===== src/rtl/o2_pkg.sv =====
// Shared definitions for the O2 sensor mixture monitor: the 2-bit mixture
// state type, its four encodings, and small decode helpers.
package o2_pkg;

  typedef logic [1:0] o2_state_t;

  localparam o2_state_t ST_NORMAL = 2'b00;
  localparam o2_state_t ST_LEAN   = 2'b01;
  localparam o2_state_t ST_RICH   = 2'b10;
  localparam o2_state_t ST_FAULT  = 2'b11;

  // Reset level of the synchronized sensor pair; decodes to NORMAL.
  localparam logic SYNC_TOP_RST    = 1'b0;
  localparam logic SYNC_BOTTOM_RST = 1'b1;

  // Sensor pair to mixture state. Top high means lean, bottom low means
  // rich; both asserted at once is physically contradictory, so FAULT.
  function automatic o2_state_t decode_raw(input logic top, input logic bottom);
    o2_state_t st;
    case ({top, bottom})
      2'b01:   st = ST_NORMAL;
      2'b11:   st = ST_LEAN;
      2'b00:   st = ST_RICH;
      default: st = ST_FAULT;
    endcase
    return st;
  endfunction

  // Only a direct crossing between LEAN and RICH counts as a switch.
  function automatic logic is_switch(input o2_state_t from_st, input o2_state_t to_st);
    return ((from_st == ST_LEAN) && (to_st == ST_RICH)) ||
           ((from_st == ST_RICH) && (to_st == ST_LEAN));
  endfunction

endpackage


===== src/rtl/o2_debounce.sv =====
// Synchronizes the two asynchronous sensor lines, filters the decoded
// mixture state and commits it once it has been stable for DEBOUNCE
// consecutive synchronized samples.
//
// Timing: the sensor pins are captured two edges later at the synchronizer
// output; the first differing sample loads the candidate and each further
// matching sample advances the filter. The edge carrying the DEBOUNCE-th
// matching sample commits, so a clean pin step reaches o2_state exactly
// DEBOUNCE+2 edges after it is applied.
//
// commit is combinational and is high in the cycle before o2_state changes,
// so the parent can update its dwell bookkeeping on the same edge.
// switch_pulse is registered and coincides with the new o2_state.
module o2_debounce
  import o2_pkg::*;
#(
  parameter int DEBOUNCE = 16
) (
  input  logic      clk,
  input  logic      rst_n,
  input  logic      o2_top,
  input  logic      o2_bottom,
  output o2_state_t o2_state,
  output logic      commit,
  output logic      switch_pulse
);

  // Filter count at which the next matching sample is the DEBOUNCE-th one.
  localparam logic [15:0] COMMIT_AT = 16'(DEBOUNCE - 2);

  logic        top_s1;
  logic        top_s2;
  logic        bottom_s1;
  logic        bottom_s2;
  o2_state_t   raw;
  o2_state_t   state_q;
  o2_state_t   cand_q;
  logic [15:0] filt_q;
  logic        switch_q;

  // Two-flop synchronizer per sensor line; reset level decodes to NORMAL.
  always_ff @(posedge clk or negedge rst_n) begin
    if (!rst_n) begin
      top_s1    <= SYNC_TOP_RST;
      top_s2    <= SYNC_TOP_RST;
      bottom_s1 <= SYNC_BOTTOM_RST;
      bottom_s2 <= SYNC_BOTTOM_RST;
    end else begin
      top_s1    <= o2_top;
      top_s2    <= top_s1;
      bottom_s1 <= o2_bottom;
      bottom_s2 <= bottom_s1;
    end
  end

  assign raw = decode_raw(top_s2, bottom_s2);

  // Commit when the candidate has filled the filter and is still present.
  assign commit = (raw != state_q) && (raw == cand_q) && (filt_q == COMMIT_AT);

  // Candidate filter: abandon on revert, restart on a new value, else count.
  always_ff @(posedge clk or negedge rst_n) begin
    if (!rst_n) begin
      state_q <= ST_NORMAL;
      cand_q  <= ST_NORMAL;
      filt_q  <= '0;
    end else if (raw == state_q) begin
      cand_q <= state_q;
      filt_q <= '0;
    end else if (raw != cand_q) begin
      cand_q <= raw;
      filt_q <= '0;
    end else if (filt_q == COMMIT_AT) begin
      state_q <= cand_q;
      filt_q  <= '0;
    end else begin
      filt_q <= filt_q + 16'd1;
    end
  end

  // Strobe a LEAN<->RICH crossing in the cycle the new state appears.
  always_ff @(posedge clk or negedge rst_n) begin
    if (!rst_n) begin
      switch_q <= 1'b0;
    end else begin
      switch_q <= commit && is_switch(state_q, cand_q);
    end
  end

  assign o2_state     = state_q;
  assign switch_pulse = switch_q;

endmodule


===== src/rtl/o2_monitor.sv =====
// O2 sensor mixture monitor: debounced mixture state plus switch
// statistics, per-state dwell time and a stuck-sensor flag.
module o2_monitor
  import o2_pkg::*;
#(
  parameter int DEBOUNCE = 16,
  parameter int TIMEOUT  = 30000000,
  parameter int DWELL_W  = 32
) (
  input  logic               clk,
  input  logic               rst_n,
  input  logic               o2_top,
  input  logic               o2_bottom,
  input  logic               clr_stats,
  output logic [1:0]         o2_state,
  output logic               switch_pulse,
  output logic [15:0]        switch_count,
  output logic [DWELL_W-1:0] last_dwell,
  output logic               dwell_valid,
  output logic               stuck,
  output logic               fault
);

  localparam logic [DWELL_W-1:0] DWELL_ONE = DWELL_W'(1);
  localparam logic [DWELL_W-1:0] DWELL_MAX = '1;
  localparam logic [DWELL_W-1:0] STUCK_AT  = DWELL_W'(TIMEOUT - 1);
  localparam logic [15:0]        SW_MAX    = 16'hffff;

  o2_state_t          state;
  logic               commit;
  logic               switch_strobe;
  logic [DWELL_W-1:0] dwell_q;
  logic [DWELL_W-1:0] last_dwell_q;
  logic               dwell_valid_q;
  logic [15:0]        sw_cnt_q;
  logic               stuck_q;

  o2_debounce #(
    .DEBOUNCE (DEBOUNCE)
  ) u_debounce (
    .clk          (clk),
    .rst_n        (rst_n),
    .o2_top       (o2_top),
    .o2_bottom    (o2_bottom),
    .o2_state     (state),
    .commit       (commit),
    .switch_pulse (switch_strobe)
  );

  // Dwell time in the current state; captured (+1 for the commit cycle
  // itself) and restarted on every commit.
  always_ff @(posedge clk or negedge rst_n) begin
    if (!rst_n) begin
      dwell_q       <= '0;
      last_dwell_q  <= '0;
      dwell_valid_q <= 1'b0;
    end else begin
      dwell_valid_q <= commit;
      if (commit) begin
        last_dwell_q <= (dwell_q == DWELL_MAX) ? DWELL_MAX : dwell_q + DWELL_ONE;
        dwell_q      <= '0;
      end else if (dwell_q != DWELL_MAX) begin
        dwell_q <= dwell_q + DWELL_ONE;
      end
    end
  end

  // Saturating switch counter; a clear overrides a coincident switch.
  always_ff @(posedge clk or negedge rst_n) begin
    if (!rst_n) begin
      sw_cnt_q <= '0;
    end else if (clr_stats) begin
      sw_cnt_q <= '0;
    end else if (switch_strobe && (sw_cnt_q != SW_MAX)) begin
      sw_cnt_q <= sw_cnt_q + 16'd1;
    end
  end

  // Sticky stuck flag; a commit clears it even on the cycle it would set.
  always_ff @(posedge clk or negedge rst_n) begin
    if (!rst_n) begin
      stuck_q <= 1'b0;
    end else if (commit || clr_stats) begin
      stuck_q <= 1'b0;
    end else if (dwell_q == STUCK_AT) begin
      stuck_q <= 1'b1;
    end
  end

  assign o2_state     = state;
  assign switch_pulse = switch_strobe;
  assign switch_count = sw_cnt_q;
  assign last_dwell   = last_dwell_q;
  assign dwell_valid  = dwell_valid_q;
  assign stuck        = stuck_q;
  assign fault        = (state == ST_FAULT);

endmodule

===== config.mk =====
export PLATFORM = sky130hd
export DESIGN_NAME = o2_monitor
export DESIGN_NICKNAME = d
export VERILOG_FILES = /design/src/rtl/o2_pkg.sv /design/src/rtl/o2_debounce.sv /design/src/rtl/o2_monitor.sv
export SDC_FILE = /design/constraint.sdc
export NUM_CORES = 1
export LEC_CHECK = 0
export ABC_AREA = 1
export BUFFER_PORTS_ARGS = -buffer_cell sky130_fd_sc_hd__buf_2
export CAP_MARGIN = 20
export CORE_MARGIN = 4
export CORE_UTILIZATION = 59
export CTS_CLUSTER_SIZE = 25
export DETAILED_ROUTE_END_ITERATION = 10
export PLACE_DENSITY = 0.78
export SYNTH_ARGS = -nofsm -noshare
export SYNTH_HDL_FRONTEND = slang
export SYNTH_HIERARCHICAL = 1
export SYNTH_SLANG_ARGS = --single-unit

===== constraint.sdc =====
create_clock -name clk -period 2.58 [get_ports clk]
set_input_delay 0.258 -clock clk [delete_from_list [all_inputs] [get_ports clk]]
set_output_delay 0.258 -clock clk [all_outputs]
set_load 0.02 [all_outputs]

==> results.md <==
* Critical path data arrival time at 2340 ps
* Initial antenna violation count at 0
* Vias in the first global route at about 5000
* Layout Nets at 870
* GRT overflow at 0
* Initial Util at 60.2%
* Top cells by area, synth: dfrtp_1, nand2_1, nor2_1
* Clock latency on the worst-skew pair at 380 ps
* CTS Hold Bufs at 3
* Outcome: finished clean
* Critical Path Start Type: register
* Max Fclk at 0.483 GHz
* Chip Height at between 100 and 150 um
* Area growth from synthesis to layout at 10.9%
* Syn Area/Cell at ~7.3 um^2
* Overall Global Routing Usage at approximately a quarter
* Setup Skew at a little over 9 ps
* Initial drt markers at between 200 and 300
* Pwr Density at approximately 440 mW/mm^2
* Setup bufs post-CTS at 0
* Hold Path Depth at 2
* Rows at 36
* Final hold vios at 0
* Crit path max fanout at 32
* Total number of vias at 5197
* N_diodes at 0
* Cts repair resizes at 0
* Clock period minus worst slack at roughly 2100 ps
* Final period utilization at about 80%
* Syn Nets at roughly 810
* Final GP Congestion at 0.936
* Clock root cell: clkbuf_8
* R2R cell count at 11
* Drt total wl at 13.3 mm
* Yosys top cell area share at roughly 45%
* Die Area at ~0.012 mm^2
* Ys Warns at 6
* Register area share after synthesis at 45.7%
* Hold WS at 75.8 ps
* Tightest Pin Transition at 654 ps
* Pins Over Slew Limit at 0
* TritonCTS buffer count at 9
* Setup TNS at 0 ps
* Layout cells sized above 1 at 14.3%
* Vias per cell at around 5.2
* Number of synthesized register bits at 107
* Drt drc at 0
* Final setup viols at 0
* Mapped Cells at about 800
* Area leader, netlist: dfrtp_1
* Synth cell types at 38
* CP endpoint kind: register
* Type of the worst setup path: register to register
* Max-slew headroom at roughly 56%
* Largest net degree at the start of global routing at just over 50
* Clock buffer depth at 2
* Max-cap violations at 0
* Wire length per cell at between 10 and 15 um
* Mapped Area at around 0.0059 mm^2
* Commonest non-fill, non-tap cell in the layout: nand2_1
* Clock transition at the registers of the reported paths at about 110 ps
* Most frequent cells in the layout: nand2_1, nor2_1, dfrtp_1, inv_1, buf_2
* Leakage Power at between 3 and 4 nW
* Port Buffers at 58
* First-pass DRT Iterations at 5
* DP HPWL at 9.78 mm
* CP required at 2850 ps
* Unrepaired setup endpoints after global routing: no
* Sink Count at 107
* Worst vdd ir at about 0.28 mV
* Detail Route Antenna Nets at 0
* IO Pins at between 50 and 60
* First-pass GRT wire length at approximately 23 mm
* CTS tree: yes
* Number of H-tree levels at 3
* Die Span X at between 100 and 150 um
* Core Area at roughly 0.01 mm^2
* HP Class: input pin to register
## metal layers
metal | up-vias | share of wire [%] | global-route usage, % | wire (um)
met5 | - | 0 | 0 | 0
met1 | 2428 | 47 | 33.6 | 6270
met2 | 125 | 47 | 40.5 | 6230
li1 | 2621 | - | - | -
met3 | 23 | 4.2 | 3.12 | 554
met4 | 0 | 1.9 | 9.02 | 256
## worst max-delay path, cell delays in order, from the launching register on
cell     delay, ps
dfrtp_1        430
inv_1          110
ha_1           170
inv_1           60
nor2_1         110
nand4_1         90
nor2_1         100
nand2_1        100
inv_1          270
inv_1           80
buf_4          250
and2_1         200
## report_power, final
part	total (mW)	switching, mW	internal, mW	leakage [nW]
registers	1.69	0.00727	1.68	1.46
clock network	1.06	0.600	0.460	0.0975
logic	0.0837	0.0619	0.0218	1.92
total	2.84	0.669	2.17	3.49
## through the flow
step	power, mW	instances	setup slack, ps	cell area [um^2]	utilization (%)
after floorplan	1.76	799	524	5860	-
after global placement	1.80	980	630	6270	64.4
after detailed placement	1.81	980	529	6270	64.4
after CTS	2.86	999	506	6500	66.8
after global routing	2.94	999	286	6500	66.8
final	2.84	999	511	6500	66.8
## kinds of logic (layout without fill, tap and decap cells)
group                      count (synthesis)  in the layout  share of synthesized area, %
AOI/OAI and AO/OA                         18             18                          1.94
and+or+nand+nor                          568            568                          42.0
DFF                                      107            107                          45.7
xor gates and xnor gates                  23             23                          3.44
adders and majority gates                  4              4                         0.854
buffers and inverters                     79            146                          6.00
## cell type report
| type | count | area [um^2] |
|---|---|---|
| Fill cell | 872 | 3230 |
| Multi-Input combinational cell | 613 | 2830 |
| Sequential cell | 107 | 2680 |
| Timing Repair Buffer | 68 | 388 |
| Inverter | 62 | 235 |
| Tap cell | 133 | 166 |
| Clock buffer | 10 | 128 |
| Clock inverter | 6 | 72.6 |
## path summary, 6_finish.rpt
kind	start	to	slack, ps
worst min-delay path	clr_stats	switch_count[12]	80
worst min register to register	u_debounce/bottom_s1	u_debounce/bottom_s2	360
min in group asynchronous	rst_n	switch_count[14]	430
max in group asynchronous	rst_n	dwell_q[29]	1400
worst max-delay path	u_debounce/filt_q[0]	dwell_q[31]	510
worst max register to register	u_debounce/filt_q[0]	dwell_q[31]	510
## synth_stat cells
| cell | instances |
|---|---|
| a21boi_0 | 1 |
| a21oi_1 | 6 |
| a22o_1 | 1 |
| a31oi_1 | 4 |
| and2_1 | 1 |
| and2_2 | 2 |
| buf_1 | 1 |
| buf_2 | 2 |
| buf_6 | 6 |
| clkbuf_1 | 7 |
| dfrtp_1 | 105 |
| dfstp_2 | 2 |
| dlygate4sd1_1 | 1 |
| ha_1 | 4 |
| inv_1 | 60 |
| inv_2 | 1 |
| inv_4 | 1 |
| nand2_1 | 246 |
| nand2_2 | 15 |
| nand2_4 | 2 |
| nand3_1 | 45 |
| nand3_2 | 1 |
| nand3_4 | 1 |
| nand3b_1 | 10 |
| nand4_1 | 25 |
| nor2_1 | 193 |
| nor2_2 | 10 |
| nor2_4 | 4 |
| nor2_8 | 1 |
| nor3_1 | 8 |
| nor3b_1 | 1 |
| o21ai_0 | 2 |
| o21bai_1 | 2 |
| o21bai_2 | 1 |
| o22ai_1 | 1 |
| or2_2 | 3 |
| xnor2_1 | 6 |
| xor2_1 | 17 |
## sequential cells by signal, summed over array words and instances (netlist names), 2 cells and up
signal               flops
dwell_q                 32
last_dwell              32
switch_count            16
u_debounce/filt_q       16
u_debounce/cand_q        2
u_debounce/o2_state      2
Power figures use the tool's default switching activity.
